===== src/rtl/imuldiv_muldiv_pkg.sv =====
// ---------------------------------------------------------------------------
// imuldiv_muldiv_pkg
// Shared definitions for the mul/div requester and the iterative mul/div unit:
// function codes, message widths and field offsets inside the request message.
// No ports (package).
// ---------------------------------------------------------------------------
package imuldiv_muldiv_pkg;

  localparam logic [2:0] FN_MUL  = 3'd0;
  localparam logic [2:0] FN_DIV  = 3'd1;
  localparam logic [2:0] FN_DIVU = 3'd2;

  localparam int REQ_MSG_W  = 67;
  localparam int RESP_MSG_W = 64;

  // Request message layout: {fn[66:64], a[63:32], b[31:0]}
  localparam int REQ_FN_LSB = 64;
  localparam int REQ_A_LSB  = 32;
  localparam int REQ_B_LSB  = 0;

  // Codes above FN_DIVU are reserved and are completed locally with err set.
  function automatic logic fn_reserved(input logic [2:0] fn);
    return fn > FN_DIVU;
  endfunction

endpackage


===== src/rtl/imuldiv_muldiv_tag_queue.sv =====
// ---------------------------------------------------------------------------
// imuldiv_muldiv_tag_queue
// DEPTH-entry synchronous FIFO holding {tag, fn, err} for every accepted
// command until its writeback is loaded. The head entry is presented
// combinationally; a push is honoured while full if a pop happens in the
// same cycle.
// Ports:
//   clk, reset      clock, synchronous active-high reset
//   push, push_data enqueue request and entry
//   pop             dequeue the head (ignored when empty)
//   head_data       current head entry
//   full, empty     occupancy flags
// ---------------------------------------------------------------------------
module imuldiv_muldiv_tag_queue
  import imuldiv_muldiv_pkg::*;
#(
  parameter int W     = 9,
  parameter int DEPTH = 2
) (
  input  logic         clk,
  input  logic         reset,
  input  logic         push,
  input  logic [W-1:0] push_data,
  input  logic         pop,
  output logic [W-1:0] head_data,
  output logic         full,
  output logic         empty
);

  localparam int PTR_W = $clog2(DEPTH);
  localparam logic [PTR_W:0] FULL_CNT = (PTR_W + 1)'(DEPTH);

  logic [W-1:0]     mem_q [DEPTH];
  logic [PTR_W-1:0] wr_ptr_q, wr_ptr_d;
  logic [PTR_W-1:0] rd_ptr_q, rd_ptr_d;
  logic [PTR_W:0]   count_q, count_d;
  logic             do_push, do_pop;

  assign full      = (count_q == FULL_CNT);
  assign empty     = (count_q == '0);
  assign head_data = mem_q[rd_ptr_q];

  assign do_pop  = pop && !empty;
  assign do_push = push && (!full || do_pop);

  // NOTE: combinational blocks use blocking '=' and assign every output a
  // default first so no latch can be inferred; clocked blocks use '<=' only.
  always_comb begin
    wr_ptr_d = wr_ptr_q;
    rd_ptr_d = rd_ptr_q;
    count_d  = count_q;
    if (do_push) wr_ptr_d = wr_ptr_q + PTR_W'(1);
    if (do_pop)  rd_ptr_d = rd_ptr_q + PTR_W'(1);
    case ({do_push, do_pop})
      2'b10:   count_d = count_q + 1'b1;
      2'b01:   count_d = count_q - 1'b1;
      default: count_d = count_q;
    endcase
  end

  always_ff @(posedge clk) begin
    if (reset) begin
      wr_ptr_q <= '0;
      rd_ptr_q <= '0;
      count_q  <= '0;
    end else begin
      wr_ptr_q <= wr_ptr_d;
      rd_ptr_q <= rd_ptr_d;
      count_q  <= count_d;
    end
  end

  // NOTE: storage is deliberately not reset; an entry is only ever read
  // after it has been written, and the pointers/count carry all the state.
  always_ff @(posedge clk) begin
    if (do_push) mem_q[wr_ptr_q] <= push_data;
  end

endmodule


===== src/rtl/imuldiv_muldiv_requester.sv =====
// ---------------------------------------------------------------------------
// imuldiv_muldiv_requester
// Front end between issue and the iterative mul/div unit. Accepts tagged
// commands, issues one request at a time, pairs in-order responses with the
// tag queue head and returns tagged writebacks in command order. Reserved
// function codes bypass the unit and write back with err set.
// Ports:
//   clk, reset                         clock, synchronous active-high reset
//   cmd_fn/a/b/tag, cmd_val/rdy        command in
//   muldivreq_msg_fn/a/b, _val/_rdy    request out to the unit
//   muldivresp_msg_result, _val/_rdy   response in from the unit
//   wb_hi/lo/tag/fn/err, wb_val/rdy    writeback out
//   cnt_issued, cnt_done               request and writeback fire counters
// ---------------------------------------------------------------------------
module imuldiv_muldiv_requester
  import imuldiv_muldiv_pkg::*;
#(
  parameter int TAG_W = 5,
  parameter int DEPTH = 2
) (
  input  logic                  clk,
  input  logic                  reset,
  input  logic [2:0]            cmd_fn,
  input  logic [31:0]           cmd_a,
  input  logic [31:0]           cmd_b,
  input  logic [TAG_W-1:0]      cmd_tag,
  input  logic                  cmd_val,
  output logic                  cmd_rdy,
  output logic [2:0]            muldivreq_msg_fn,
  output logic [31:0]           muldivreq_msg_a,
  output logic [31:0]           muldivreq_msg_b,
  output logic                  muldivreq_val,
  input  logic                  muldivreq_rdy,
  input  logic [RESP_MSG_W-1:0] muldivresp_msg_result,
  input  logic                  muldivresp_val,
  output logic                  muldivresp_rdy,
  output logic [31:0]           wb_hi,
  output logic [31:0]           wb_lo,
  output logic [TAG_W-1:0]      wb_tag,
  output logic [2:0]            wb_fn,
  output logic                  wb_err,
  output logic                  wb_val,
  input  logic                  wb_rdy,
  output logic [31:0]           cnt_issued,
  output logic [31:0]           cnt_done
);

  localparam int TQ_W = TAG_W + 4;

  logic                 req_full_q, req_full_d;
  logic [REQ_MSG_W-1:0] req_q, req_d;

  logic                 wb_full_q, wb_full_d;
  logic [31:0]          wb_hi_q, wb_hi_d, wb_lo_q, wb_lo_d;
  logic [TAG_W-1:0]     wb_tag_q, wb_tag_d;
  logic [2:0]           wb_fn_q, wb_fn_d;
  logic                 wb_err_q, wb_err_d;

  logic [31:0]          cnt_issued_q, cnt_issued_d, cnt_done_q, cnt_done_d;

  logic [TQ_W-1:0]      tagq_head;
  logic                 tagq_full, tagq_empty;
  logic [TAG_W-1:0]     head_tag;
  logic [2:0]           head_fn;
  logic                 head_err;

  logic cmd_err, cmd_fire, req_fire, resp_fire, wb_fire;
  logic wb_can_load, err_fill, wb_load;

  assign cmd_err  = fn_reserved(cmd_fn);
  assign cmd_rdy  = !req_full_q && !tagq_full;
  assign cmd_fire = cmd_val && cmd_rdy;

  assign muldivreq_val    = req_full_q;
  assign muldivreq_msg_fn = req_q[REQ_FN_LSB +: 3];
  assign muldivreq_msg_a  = req_q[REQ_A_LSB  +: 32];
  assign muldivreq_msg_b  = req_q[REQ_B_LSB  +: 32];
  assign req_fire         = muldivreq_val && muldivreq_rdy;

  assign {head_tag, head_fn, head_err} = tagq_head;

  // The writeback register may refill in the same cycle it drains.
  assign wb_can_load    = !wb_full_q || wb_rdy;
  assign muldivresp_rdy = !tagq_empty && !head_err && wb_can_load;
  assign resp_fire      = muldivresp_val && muldivresp_rdy;
  // Reserved entries complete locally once they reach the head.
  assign err_fill       = !tagq_empty && head_err && wb_can_load;
  assign wb_load        = resp_fire || err_fill;
  assign wb_fire        = wb_full_q && wb_rdy;

  imuldiv_muldiv_tag_queue #(
    .W     (TQ_W),
    .DEPTH (DEPTH)
  ) u_tag_queue (
    .clk       (clk),
    .reset     (reset),
    .push      (cmd_fire),
    .push_data ({cmd_tag, cmd_fn, cmd_err}),
    .pop       (wb_load),
    .head_data (tagq_head),
    .full      (tagq_full),
    .empty     (tagq_empty)
  );

  always_comb begin
    req_full_d   = req_full_q;
    req_d        = req_q;
    wb_full_d    = wb_full_q;
    wb_hi_d      = wb_hi_q;
    wb_lo_d      = wb_lo_q;
    wb_tag_d     = wb_tag_q;
    wb_fn_d      = wb_fn_q;
    wb_err_d     = wb_err_q;
    cnt_issued_d = cnt_issued_q;
    cnt_done_d   = cnt_done_q;

    if (cmd_fire && !cmd_err) begin
      req_full_d = 1'b1;
      req_d      = {cmd_fn, cmd_a, cmd_b};
    end else if (req_fire) begin
      req_full_d = 1'b0;
    end
    if (req_fire) cnt_issued_d = cnt_issued_q + 32'd1;

    if (wb_load) begin
      wb_full_d = 1'b1;
      wb_hi_d   = resp_fire ? muldivresp_msg_result[63:32] : 32'd0;
      wb_lo_d   = resp_fire ? muldivresp_msg_result[31:0]  : 32'd0;
      wb_tag_d  = head_tag;
      wb_fn_d   = head_fn;
      wb_err_d  = head_err;
    end else if (wb_fire) begin
      wb_full_d = 1'b0;
    end
    if (wb_fire) cnt_done_d = cnt_done_q + 32'd1;
  end

  always_ff @(posedge clk) begin
    if (reset) begin
      req_full_q   <= 1'b0;
      req_q        <= '0;
      wb_full_q    <= 1'b0;
      wb_hi_q      <= '0;
      wb_lo_q      <= '0;
      wb_tag_q     <= '0;
      wb_fn_q      <= '0;
      wb_err_q     <= 1'b0;
      cnt_issued_q <= '0;
      cnt_done_q   <= '0;
    end else begin
      req_full_q   <= req_full_d;
      req_q        <= req_d;
      wb_full_q    <= wb_full_d;
      wb_hi_q      <= wb_hi_d;
      wb_lo_q      <= wb_lo_d;
      wb_tag_q     <= wb_tag_d;
      wb_fn_q      <= wb_fn_d;
      wb_err_q     <= wb_err_d;
      cnt_issued_q <= cnt_issued_d;
      cnt_done_q   <= cnt_done_d;
    end
  end

  assign wb_val     = wb_full_q;
  assign wb_hi      = wb_hi_q;
  assign wb_lo      = wb_lo_q;
  assign wb_tag     = wb_tag_q;
  assign wb_fn      = wb_fn_q;
  assign wb_err     = wb_err_q;
  assign cnt_issued = cnt_issued_q;
  assign cnt_done   = cnt_done_q;

endmodule


===== config.mk =====
export PLATFORM = sky130hd
export DESIGN_NAME = imuldiv_muldiv_requester
export DESIGN_NICKNAME = d
export VERILOG_FILES = /design/src/rtl/imuldiv_muldiv_pkg.sv /design/src/rtl/imuldiv_muldiv_tag_queue.sv /design/src/rtl/imuldiv_muldiv_requester.sv
export SDC_FILE = /design/constraint.sdc
export NUM_CORES = 1
export LEC_CHECK = 0
export CORE_MARGIN = 2
export CORE_UTILIZATION = 47
export DETAILED_ROUTE_END_ITERATION = 10
export GPL_ROUTABILITY_DRIVEN = 1
export HOLD_SLACK_MARGIN = 0.03
export PLACE_DENSITY = 0.86
export SLEW_MARGIN = 30
export SYNTH_ARGS = -nofsm -noshare
export SYNTH_HDL_FRONTEND = slang
export SYNTH_HIERARCHICAL = 1
export SYNTH_SLANG_ARGS = --single-unit

===== constraint.sdc =====
create_clock -name clk -period 8.3 [get_ports clk]
set_input_delay 0.83 -clock clk [delete_from_list [all_inputs] [get_ports clk]]
set_output_delay 0.83 -clock clk [all_outputs]
set_load 0.02 [all_outputs]

==> results of run 1 <==
==> logic make-up after synthesis <==
family                     Yosys count  share of synthesized area, %
and+or+nand+nor                    402                          21.3
DFF                                229                          54.9
AOI/OAI and AO/OA                  226                          15.8
buffers and inverters               77                          3.56
xor gates and xnor gates            22                          2.22
muxes                               14                          1.82
adders and majority gates            3                         0.433
==> layout make-up <==
type                            instances  area [sq um]
Clock buffer                           37           743
Fill cell                            1320          4910
Clock inverter                          7           113
Tap cell                              229           287
Sequential cell                       229          4760
Inverter                               14          52.6
Timing Repair Buffer                  354          3530
Multi-Input combinational cell        667          3620
==> registers in the layout, summed over array words and instances, names as in the netlist, named ones only <==
register / count
u_tag_queue/count_q: 2
req_q: 67
cnt_done: 32
wb_tag: 5
wb_err: 1
muldivreq_val: 1
u_tag_queue/wr_ptr_q: 1
cnt_issued: 32
wb_fn: 3
wb_hi: 32
u_tag_queue/rd_ptr_q: 1
wb_lo: 32
wb_val: 1
u_tag_queue/mem_q: 18
==> power by group through the flow <==
stage | Combinational (uW) | Clock, uW | Sequential, uW
finish | 660 | 1140 | 1280
global route | 713 | 1200 | 1290
CTS | 663 | 1160 | 1280
detailed placement | 658 | 0 | 1300
global placement | 652 | 0 | 1290
floorplan | 283 | 0 | 1370
==> worst max-delay path by stage <==
stage	from	to	slack [ns]
2_1_floorplan	wb_rdy	u_tag_queue/count_q[1]$_SDFFE_PP0P_	5.44
3_3_place_gp	wb_rdy	u_tag_queue/count_q[1]$_SDFFE_PP0P_	4.86
3_5_place_dp	wb_rdy	u_tag_queue/count_q[1]$_SDFFE_PP0P_	4.80
4_1_cts	flop	muldivresp_rdy	5.07
5_1_grt	flop	muldivresp_rdy	5.02
6_report	wb_rdy	muldivresp_rdy	5.11
==> routing by layer <==
layer / vias up / track usage [%] / wire length [um]
met4: 0 / 11.5 / 1310
met2: 303 / 43.7 / 12900
met5: - / 0 / 0
li1: 4054 / - / -
met3: 88 / 7.64 / 2070
met1: 3893 / 29.7 / 10100
==> stage by stage <==
stage	total power, uW	util (%)	cells
6_report	3080	72.7	1537
4_1_cts	3100	72.7	1537
3_5_place_dp	1960	68.0	1493
2_1_floorplan	1660	-	973
5_1_grt	3200	72.7	1537
3_3_place_gp	1940	68.0	1493
==> critical path: cells and delay by family <==
family / cells / cell delay (ns)
and+or+nand+nor: 2 / 0.46
buffers and inverters: 2 / 1.07
==> Yosys cell counts <==
cell type	instances	area [sq um]
a21oi_1	119	596
xor2_1	5	43.8
o21ai_0	18	90.1
buf_1	10	37.5
clkbuf_1	47	176
nor3b_1	2	15.0
or4_1	29	218
and3_1	4	25.0
and4_1	7	61.3
edfxtp_1	18	541
o31ai_4	1	21.3
nor3_1	7	35.0
inv_1	12	45.0
and2_1	2	12.5
o21a_2	1	8.76
xnor2_1	17	149
nand4_1	17	106
or3_1	22	138
ha_1	3	37.5
nand3_1	17	85.1
a21bo_2	1	10.0
mux2_2	13	146
nand2_1	178	668
nor4_1	4	25.0
buf_2	3	15.0
inv_2	1	3.75
mux2_1	1	11.3
nor2b_1	5	31.3
buf_6	2	22.5
dfxtp_1	211	4220
clkbuf_2	1	5.00
nor2_1	104	390
nor4b_1	2	17.5
a22oi_1	64	480
or2b_1	1	7.51
o31ai_1	22	165
clkinv_1	1	3.75
nand3_2	1	10.0
==> impl_metrics.ini, run 1 <==
[status]
status = completed

[global_routing]
grt_pass1_vias = 8140
grt_usage_pct = 25.6
grt_pass1_wl_um = 41400
grt_max_degree = 137
antenna_found_initial = 0
grt.overflow.total = 0

[floorplan]
fp.dieW_um = 140
die_area_sq_um = 19600
start_util_pct = 48.1
dieHeight_um = 140
rows = 49
core_sq_um = 18000
pin_count = 350

[pwr]
power_density_nw_per_um2 = 235
p_int_uw = 2210
sw_frac_of_total_pct = 28.2
seqPwrFrac_pct = 41.4
power_switching_uw = 868
ir_worst_vdd_uv = 213
pwr-share-clk_pct = 37.1
pwr-share-comb_pct = 21.4
p_leak_uw = 0.00441

[finish]
drive_above_1_share_pct = 5.12
finalInstanceArea_sq_um = 13100
layout_commonest_cell = clkdlybuf4s50_1
antenna_cells = 0
layout_common_cells = 348 x clkdlybuf4s50_1, 211 x dfxtp_1, 177 x nand2_1
areaGrowthSynthToFinish_pct = 51.1
nNetsFinal = 1436

[placement]
gp_congestion = 0.814
port_buffers = 349
dpl_cell_area_sq_um = 12300
pre_cts_ws_ns = 4.80
place_hpwl_um = 18400

[synth]
synth_fp_nets = 1118
synth_cells = 973
ys_ff_latch = 229
yosysWarnings = 6
synth.avg_cell_area_sq_um = 8.92
synth_cell_type_count = 38
yosysSeqAreaShare_pct = 54.9
netlist_area_sq_um = 8680

[setup_path]
rr_endpoint = u_tag_queue/count_q[1]$_SDFFE_PP0P_
cp_common_cell = clkdlybuf4s50_1
endpoint_kind = primary output
cp_max_fo = 6
cpPeakStageDelay_ns = 0.58
cp_slowest_cell = clkdlybuf4s50_1
ff2ff_path_depth = 8
critPathKind = in -> out
crit_chain = clkdlybuf4s50_1, nor2b_1, nor3_1, clkdlybuf4s50_1
start_kind = input port
r2r_slack_ns = 5.50
required_ns = 7.47
crit_arrival_ns = 2.36

[detailed_routing]
drt-total-wl_um = 26500
postRouteAntennaNets = 0
firstDrtPassIters = 5
drc = 0
avgViaCountPerCell = 5.42
wl_per_cell_um = 17.2
num_vias = 8338
first_iter_violations = 368

[sta]
worst_slew_pin_slew_ns = 0.924
maxSlewViolCount = 0
finalClockSkew_ns = 0.00624
slew_headroom_pct = 38.4
finalCriticalPeriod_ns = 3.19
whs_ns = 0.451
tns_ns = 0
final-hold-violation-count = 0
clock.fmax_mhz = 313
finalSetupViolations = 0
finalCritPeriodShare_pct = 38.4
setup_slack_ns = 5.11
rsz0062_at_grt = no

[cts]
clock_sinks = 229
path_clk_slew_ns = 0.06
cts_buffers = 25
cts-htree-levels = 1
clock_latency_ns = 0.51
cts-root-buf = clkbuf_16
ctsResizeCount = 0
cts_tree = yes
ctsHoldBuffers = 0
post_cts_buffers = 0
cts_buffer_depth = 3

[hold_path]
whs_path_depth = 2
hold_path.class = reg -> reg
holdPathEnd = req_q[11]$_SDFFE_PP0P_
hold_start = req_q[11]$_SDFFE_PP0P_

[flow_run]
maxCapViolCount = 0
Power figures use the tool's default switching activity.
==> inputs of run 2 (changes only) <==
- CORE_UTILIZATION: 47 -> 43
- PLACE_DENSITY: 0.86 -> 0.8
- clock period: 8.3 -> 3 ns (I/O delays scaled with it)
==> impl_metrics.ini, run 2 (synthesis results as in run 1) <==
[detailed_routing]
postRouteAntennaNets = 0
wl_per_cell_um = 16.7
num_vias = 8306
first_iter_violations = 516
drt-total-wl_um = 26400
drc = 0
avgViaCountPerCell = 5.25
firstDrtPassIters = 5

[finish]
antenna_cells = 0
areaGrowthSynthToFinish_pct = 52.4
stdcell_count = 1581
regMostFlops = req_q
largest_register_ffs = 67
nNetsFinal = 1445
layout_commonest_cell = clkdlybuf4s50_1
layout_common_cells = 348 x clkdlybuf4s50_1, 211 x dfxtp_1, 177 x nand2_1
drive_above_1_share_pct = 5.47

[cts]
clock_latency_ns = 0.51
cts_buffer_depth = 3
path_clk_slew_ns = 0.06
cts_tree = yes
clock_sinks = 229
cts-htree-levels = 1
post_cts_buffers = 0
ctsHoldBuffers = 0
ctsResizeCount = 0
cts-root-buf = clkbuf_16
cts_buffers = 25

[global_routing]
grt_pass1_vias = 8001
grt_usage_pct = 23.7
grt.overflow.total = 0
grt_pass1_wl_um = 41800
grt_max_degree = 105
antenna_found_initial = 0

[pwr]
p_leak_uw = 0.00445
power_density_nw_per_um2 = 636
ir_worst_vdd_uv = 453

[sta]
maxSlewViolCount = 0
rsz0062_at_grt = no
final-hold-violation-count = 0
finalCritPeriodShare_pct = 79.5
slew_headroom_pct = 44.7
finalCriticalPeriod_ns = 2.38
finalClockSkew_ns = 0.0101
clock.fmax_mhz = 419
finalSetupViolations = 0
tns_ns = 0
worst_slew_pin_slew_ns = 0.829
setup_slack_ns = 0.616

[floorplan]
core_sq_um = 19700
start_util_pct = 44.2
fp.dieW_um = 146
pin_count = 350
dieHeight_um = 146
rows = 51
die_area_sq_um = 21300

[setup_path]
crit_arrival_ns = 2.08
cp_slowest_cell = clkdlybuf4s50_1
crit_chain = mux2_2, nor3_1, clkdlybuf4s50_1
required_ns = 2.70
endpoint_kind = primary output
cpPeakStageDelay_ns = 0.67
critPathKind = reg -> out
cp_max_fo = 4
start_kind = flop

[placement]
place_inst = 1538
place_hpwl_um = 18400
pre_cts_ws_ns = 0.389
gp_congestion = 0.821
port_buffers = 349

[flow_run]
maxCapViolCount = 0

[hold_path]
hold_path.class = in -> reg

[status]
status = completed
-- run 2: layout make-up --
class	instances	area, sq um
inverter	14	52.6
clock buffer	38	724
tap	265	332
sequential	229	4760
timing repair buffer	363	3660
multi-input combinational	667	3620
fill	1596	6430
clock inverter	5	75.1
-- run 2: path summary, 6_finish.rpt --
kind | slack (ns) | depth (start not counted) | to | start
worst max-delay path | 0.62 | 3 | muldivresp_rdy | flop
worst min-delay path | 0.29 | 2 | cnt_done[9]$_SDFFE_PP0P_ | reset
worst max register to register | 0.69 | 7 | u_tag_queue/count_q[1]$_SDFFE_PP0P_ | u_tag_queue/count_q[0]$_SDFFE_PP0P_
worst min register to register | 0.45 | 2 | wb_fn[0]$_SDFFE_PP0P_ | wb_fn[0]$_SDFFE_PP0P_
-- run 2: metrics by stage --
| step | hold slack [ns] | power [uW] | util (%) | area, sq um |
|---|---|---|---|---|
| final | 0.291 | 8410 | 67.3 | 13200 |
| after global placement | 0.440 | 5440 | 63.2 | 12400 |
| after floorplan | 0.369 | 4580 | - | 8680 |
| after global routing | 0.324 | 8800 | 67.3 | 13200 |
| after CTS | 0.316 | 8490 | 67.3 | 13200 |
| after detailed placement | 0.445 | 5470 | 63.2 | 12400 |
-- run 2: per-layer routing --
layer / routed length [um] / global-route usage (%) / vias up
met5: 0 / 0 / -
met4: 978 / 8.54 / 0
met3: 1850 / 5.78 / 63
met2: 13200 / 40.8 / 296
met1: 10400 / 28.9 / 3882
li1: - / - / 4065
-- run 2: worst max-delay path: cells and delay by family, from the launching register on --
family	cells	cell delay, ns
and+or+nand+nor	1	0.19
DFF	1	0.33
muxes	1	0.38
buffers and inverters	1	0.67
-- run 2: report_power, final --
group          total (uW)  switching [uW]  internal (uW)  leakage (uW)
clock                2990            1170           1820      0.000393
combinational        1890            1060            838       0.00218
sequential           3520             154           3360       0.00188
total                8410            2380           6020       0.00445
